$ cat src/rtl/console_writer.sv
// console_writer: owns the character VRAM write port, tracks the cursor and blanks the screen.
// Define CONSOLE_LINE_CLEAR_EN to blank each newly entered row on a row advance.
module console_writer #(
    parameter int size = 16
) (
    input  logic        px_clk,
    input  logic        rst_n,
    input  logic [7:0]  char_i,
    input  logic        char_valid_i,
    output logic        char_ready_o,
    input  logic        clear_i,
    output logic        we_vram,
    output logic [12:0] addr_vram,
    output logic [7:0]  data_vram,
    output logic [6:0]  cursor_x,
    output logic [6:0]  cursor_y,
    output logic        busy_o
);

    localparam int COLS  = 640 / size;
    localparam int ROWS  = 480 / size;
    localparam int TOTAL = COLS * ROWS;

    localparam logic [12:0] COLS13  = 13'(COLS);
    localparam logic [12:0] TOTAL13 = 13'(TOTAL);
    localparam logic [6:0]  LASTCOL = 7'(COLS - 1);
    localparam logic [6:0]  LASTROW = 7'(ROWS - 1);
    localparam logic [7:0]  BLANK   = 8'h20;

    typedef enum logic [1:0] {
        S_IDLE  = 2'd0,
        S_CLEAR = 2'd1
`ifdef CONSOLE_LINE_CLEAR_EN
        ,
        S_CLEAR_LINE = 2'd2
`endif
    } state_t;

    state_t r_state;
    state_t w_state_nx;

    logic [12:0] r_cnt;
    logic [6:0]  r_cx;
    logic [6:0]  r_cy;
    logic        r_we;
    logic [12:0] r_addr;
    logic [7:0]  r_data;
    logic        r_ready;
    logic        r_busy;

    logic [12:0] w_cnt_nx;
    logic [6:0]  w_cx_nx;
    logic [6:0]  w_cy_nx;
    logic        w_we_nx;
    logic [12:0] w_addr_nx;
    logic [7:0]  w_data_nx;
    logic        w_ready_nx;
    logic        w_busy_nx;

    logic        w_print;
    logic        w_lf;
    logic        w_cr;
    logic        w_bs;
    logic        w_last_col;
    logic        w_row_adv;
    logic        w_accept;
    logic [6:0]  w_cy_adv;
    logic [12:0] w_cur_addr;

    assign w_print    = (char_i >= 8'h20) && (char_i <= 8'h7E);
    assign w_lf       = (char_i == 8'h0A);
    assign w_cr       = (char_i == 8'h0D);
    assign w_bs       = (char_i == 8'h08);
    assign w_last_col = (r_cx == LASTCOL);
    assign w_row_adv  = w_lf || (w_print && w_last_col);
    assign w_accept   = char_valid_i && r_ready;
    assign w_cy_adv   = (r_cy == LASTROW) ? 7'd0 : r_cy + 7'd1;
    assign w_cur_addr = 13'(r_cy) * COLS13 + 13'(r_cx);

`ifdef CONSOLE_LINE_CLEAR_EN
    logic [12:0] w_line_addr;
    // Cursor already points at the new row while its line is blanked.
    assign w_line_addr = 13'(r_cy) * COLS13 + r_cnt;
`endif

    always_ff @(posedge px_clk or negedge rst_n) begin
        if (!rst_n) begin
            r_state <= S_CLEAR;
        end else begin
            r_state <= w_state_nx;
        end
    end

    always_comb begin
        w_state_nx = r_state;
        unique case (r_state)
            S_IDLE: begin
                if (clear_i) begin
                    w_state_nx = S_CLEAR;
                end
`ifdef CONSOLE_LINE_CLEAR_EN
                else if (w_accept && w_row_adv) begin
                    w_state_nx = S_CLEAR_LINE;
                end
`endif
            end
            S_CLEAR: begin
                if (r_cnt == TOTAL13) begin
                    w_state_nx = S_IDLE;
                end
            end
`ifdef CONSOLE_LINE_CLEAR_EN
            S_CLEAR_LINE: begin
                if (clear_i) begin
                    w_state_nx = S_CLEAR;
                end else if (r_cnt == COLS13) begin
                    w_state_nx = S_IDLE;
                end
            end
`endif
            default: w_state_nx = S_IDLE;
        endcase
    end

    always_comb begin
        w_we_nx    = 1'b0;
        w_addr_nx  = r_addr;
        w_data_nx  = r_data;
        w_cnt_nx   = r_cnt;
        w_cx_nx    = r_cx;
        w_cy_nx    = r_cy;
        w_ready_nx = 1'b0;
        w_busy_nx  = 1'b1;
        unique case (r_state)
            S_IDLE: begin
                w_ready_nx = 1'b1;
                w_busy_nx  = 1'b0;
                // A full clear writes address 0 on the edge it is seen.
                if (clear_i) begin
                    w_we_nx    = 1'b1;
                    w_addr_nx  = 13'd0;
                    w_data_nx  = BLANK;
                    w_cnt_nx   = 13'd1;
                    w_ready_nx = 1'b0;
                    w_busy_nx  = 1'b1;
                end else if (w_accept) begin
                    unique case (1'b1)
                        w_print: begin
                            w_we_nx   = 1'b1;
                            w_addr_nx = w_cur_addr;
                            w_data_nx = char_i;
                            w_cx_nx   = w_last_col ? 7'd0 : r_cx + 7'd1;
                            if (w_last_col) begin
                                w_cy_nx = w_cy_adv;
                            end
                        end
                        w_lf: begin
                            w_cx_nx = 7'd0;
                            w_cy_nx = w_cy_adv;
                        end
                        w_cr: w_cx_nx = 7'd0;
                        w_bs: begin
                            if (r_cx != 7'd0) begin
                                w_cx_nx = r_cx - 7'd1;
                            end
                        end
                        default: ;
                    endcase
`ifdef CONSOLE_LINE_CLEAR_EN
                    if (w_row_adv) begin
                        w_cnt_nx   = 13'd0;
                        w_ready_nx = 1'b0;
                        w_busy_nx  = 1'b1;
                    end
`endif
                end
            end
            S_CLEAR: begin
                if (r_cnt == TOTAL13) begin
                    w_cx_nx    = 7'd0;
                    w_cy_nx    = 7'd0;
                    w_ready_nx = 1'b1;
                    w_busy_nx  = 1'b0;
                end else begin
                    w_we_nx   = 1'b1;
                    w_addr_nx = r_cnt;
                    w_data_nx = BLANK;
                    w_cnt_nx  = r_cnt + 13'd1;
                end
            end
`ifdef CONSOLE_LINE_CLEAR_EN
            S_CLEAR_LINE: begin
                if (clear_i) begin
                    w_we_nx   = 1'b1;
                    w_addr_nx = 13'd0;
                    w_data_nx = BLANK;
                    w_cnt_nx  = 13'd1;
                end else if (r_cnt == COLS13) begin
                    w_ready_nx = 1'b1;
                    w_busy_nx  = 1'b0;
                end else begin
                    w_we_nx   = 1'b1;
                    w_addr_nx = w_line_addr;
                    w_data_nx = BLANK;
                    w_cnt_nx  = r_cnt + 13'd1;
                end
            end
`endif
            default: ;
        endcase
    end

    always_ff @(posedge px_clk or negedge rst_n) begin
        if (!rst_n) begin
            r_cnt   <= 13'd0;
            r_cx    <= 7'd0;
            r_cy    <= 7'd0;
            r_we    <= 1'b0;
            r_addr  <= 13'd0;
            r_data  <= 8'd0;
            r_ready <= 1'b0;
            r_busy  <= 1'b1;
        end else begin
            r_cnt   <= w_cnt_nx;
            r_cx    <= w_cx_nx;
            r_cy    <= w_cy_nx;
            r_we    <= w_we_nx;
            r_addr  <= w_addr_nx;
            r_data  <= w_data_nx;
            r_ready <= w_ready_nx;
            r_busy  <= w_busy_nx;
        end
    end

    assign char_ready_o = r_ready;
    assign we_vram      = r_we;
    assign addr_vram    = r_addr;
    assign data_vram    = r_data;
    assign cursor_x     = r_cx;
    assign cursor_y     = r_cy;
    assign busy_o       = r_busy;

endmodule

$ cat config.mk
export PLATFORM = sky130hd
export DESIGN_NAME = console_writer
export DESIGN_NICKNAME = d
export VERILOG_FILES = /design/src/rtl/console_writer.sv
export SDC_FILE = /design/constraint.sdc
export NUM_CORES = 1
export LEC_CHECK = 0
export ABC_AREA = 0
export BUFFER_PORTS_ARGS = -buffer_cell sky130_fd_sc_hd__buf_2
export CAP_MARGIN = 10
export CORE_MARGIN = 1.5
export CORE_UTILIZATION = 52
export CTS_BUF_LIST = sky130_fd_sc_hd__clkbuf_4 sky130_fd_sc_hd__clkbuf_8 sky130_fd_sc_hd__clkbuf_16
export CTS_CLUSTER_SIZE = 28
export DETAILED_ROUTE_END_ITERATION = 8
export GPL_TIMING_DRIVEN = 0
export PLACE_DENSITY_LB_ADDON = 0.12
export SYNTH_ARGS = -nofsm -noshare
export SYNTH_HDL_FRONTEND = slang
export SYNTH_SLANG_ARGS = --single-unit
$ cat constraint.sdc
create_clock -name px_clk -period 4.2 [get_ports px_clk]
set_input_delay 0.63 -clock px_clk [delete_from_list [all_inputs] [get_ports px_clk]]
set_output_delay 0.63 -clock px_clk [all_outputs]
set_load 0.005 [all_outputs]
==> out/metrics.csv <==
metric;value;unit
total CTS buffers;5;
Post-synth EDFFs;0;
first-pass GRT wire length;12.5;mm
cell with the most instances after synthesis;dfrtp_1;
Setup Skew;9.30;ps
CP Launch Type;flip-flop;
hold bufs inserted after CTS;0;
Yosys warnings;0;
sequential element share of the synthesized area;0.398;
RSZ-0062 raised after global routing;no;
CTS tree;done;
Internal;801;uW
setup ws final;1310;ps
Post CTS Setup Buffer Count;0;
worst setup path start;cursor_y[1];
reg2reg start;cursor_y[1];
Logic pwr share;0.190;
Async S/R FF share, synth;1.00;
Final Critical Period;2890;ps
post-route cell area;3730;um2
Post-Synthesis Cells;348;
placed cell areas;3620;um2
DR DRC count;0;
layout cell share with drive strength beyond 1;0.202;
worst reg2reg endpoint;addr_vram[11];
Inst Count DP;472;
Critical Path Sink;addr_vram[11];
chip height;82.4;um
worst-path fanout max;8;
Cell variety after synth;59;
syn nets;383;
P_sw;358;uW
max-slew violation count;0;
Post-synth top cells;dfrtp_1, nor2_1, nand2_1, ha_1, o21ai_0;
Root Buffer;clkbuf_8;
FF-to-FF path depth;10;
Pleak;0.00179;uW
Worst-path clk slew;100;ps
register bit total from synthesis;52;
Worst Path Arrival;3090;ps
leading area contributor after synthesis;dfrtp_1;
worst path required time;4390;ps
final setup fails;0;
vias in the first global route;2577;
Nets;440;
total track usage;0.242;
CP Class;reg2reg;
vias per cell;5.82;
Hold WC Path Type;in2async;
Slew @ Worst Pin;887;ps
max-cap violations;0;
Die Width;82.4;um
CP endpoint kind;flip-flop;
# IOs;50;
Core Footprint;5990;um2
clock insertion delay at the later pin of the skew report;300;ps
Buffers on Ports;49;
hold_ws;206;ps
sequential share of power;0.552;
Site Rows;28;
non-filler instance count after layout;481;
clock sinks;52;
Rel. slew slack;0.401;
post_cts resized;0;
DR vias;2798;
hpwl dp;5.71;mm
Tcrit/Tclk final;0.689;
Clk pwr share;0.258;
Final Hold Violating Endpoints;0;
Main synth FF type;dfrtp_1;
Post-Syn Area;3280;um2
Final ANT Viol Nets;0;
Max IR drop VDD;0.000301;V
drt wl/cell;16.0;um
Switching Share;0.309;
total gr overflow;0;
setup TNS;0;ps
number of diodes;0;
total iterations of the first detailed-routing run;4;
P per Cell Area;311;nW/um2
Routed Wire Length;7.69;mm
synth top area cells;dfrtp_1, ha_1, nor2_1;
Syn Area/Cell;9.42;um2
H-tree depth;2;
Max Clk Rate;345;MHz
status;complete, no violations;
Layout area overhead;13.8;%
post-synth top area share;0.382;
largest net degree at the start of global routing;53;
Bufs on Longest Clock Path;2;
DRT iter0 DRCs;136;
antenna violations before repair;0;
Initial Utilization;0.547;
r2r setup slk;1310;ps
DP Worst Slack;1320;ps
DIE AREA;6790;um2
RD Place Congestion;0.904;
==> power groups by stage <==
stage          logic (uW)  clock network, uW  registers (uW)
2_1_floorplan         136                  0             635
3_3_place_gp          216                  0             647
3_5_place_dp          222                  0             649
4_1_cts               223                304             639
5_1_grt               254                322             651
6_report              221                299             639
==> per-layer routing <==
metal	part of all wire	vias up	global-route usage
li1	-	1392	-
met1	0.48	1349	0.333
met2	0.48	48	0.402
met3	0.028	9	0.0341
met4	0.012	0	0.0542
met5	0	-	0
==> critical path, stage by stage, from the launching register on <==
cell and delay, ps:
dfrtp_1 510, ha_1 340, ha_1 160, inv_1 50
fa_1 390, nand2b_1 160, a21oi_1 190, xor2_1 310
and4b_1 270, nor3_1 60, o32a_1 340
==> cell families after synthesis <==
family,synth area share
muxes,0.00343
buffers and inverters,0.0355
DFF,0.398
and+or+nand+nor,0.208
AOI/OAI and AO/OA,0.213
adders and majority gates,0.0924
xor gates and xnor gates,0.0508
==> state kept, by name (all words and copies together) (netlist names) <==
register / flops
cursor_y: 7
char_ready_o: 1
cursor_x: 7
we_vram: 1
addr_vram: 13
busy_o: 1
data_vram: 8
r_state: 1
r_cnt: 13
==> area by class of cell <==
type	count	area, um2
fill	523	2260
multi-input combinational	267	1860
sequential	52	1300
timing repair buffer	50	265
tap	75	93.8
clock buffer	6	76.3
buffer	14	60.1
inverter	15	56.3
clock inverter	2	16.3
==> through the flow <==
step / util / power, uW
2_1_floorplan: - / 772
3_3_place_gp: 0.604 / 862
3_5_place_dp: 0.604 / 871
4_1_cts: 0.619 / 1170
5_1_grt: 0.623 / 1230
6_report: 0.623 / 1160
==> placed cells by master (no fill, tap or decap), types with 2 or more instances in the layout <==
cell	count
o32a_1	2
nor4_1	4
xnor2_1	10
nor2b_1	4
a21o_1	2
o21bai_1	2
nand4_1	4
o311ai_0	3
o21ai_0	20
a41oi_1	2
or3_1	4
and2_1	2
clkbuf_8	5
fa_1	2
a22oi_1	2
o31ai_1	7
dfstp_2	2
xor2_1	9
nor4b_4	2
o41ai_1	3
buf_2	55
dfrtp_1	50
a21oi_1	14
nor3_1	6
nor2_1	45
o22a_1	2
nand2b_1	4
a22o_1	7
o21a_1	6
nand2_1	24
clkbuf_1	8
and4b_1	2
inv_1	14
o21ba_2	2
nand3_1	14
a221oi_1	9
ha_1	21
and3_1	6
==> how the worst min path moves through the flow <==
stage,slack (ps),depth (start not counted),from,endpoint
2_1_floorplan,330,0,rst_n,addr_vram[0]
3_3_place_gp,470,1,data_vram[7],data_vram[7]
3_5_place_dp,470,1,data_vram[7],data_vram[7]
4_1_cts,500,1,data_vram[7],data_vram[7]
5_1_grt,230,1,rst_n,addr_vram[1]
6_report,210,1,rst_n,data_vram[7]
(Power assumes the default switching activity.)
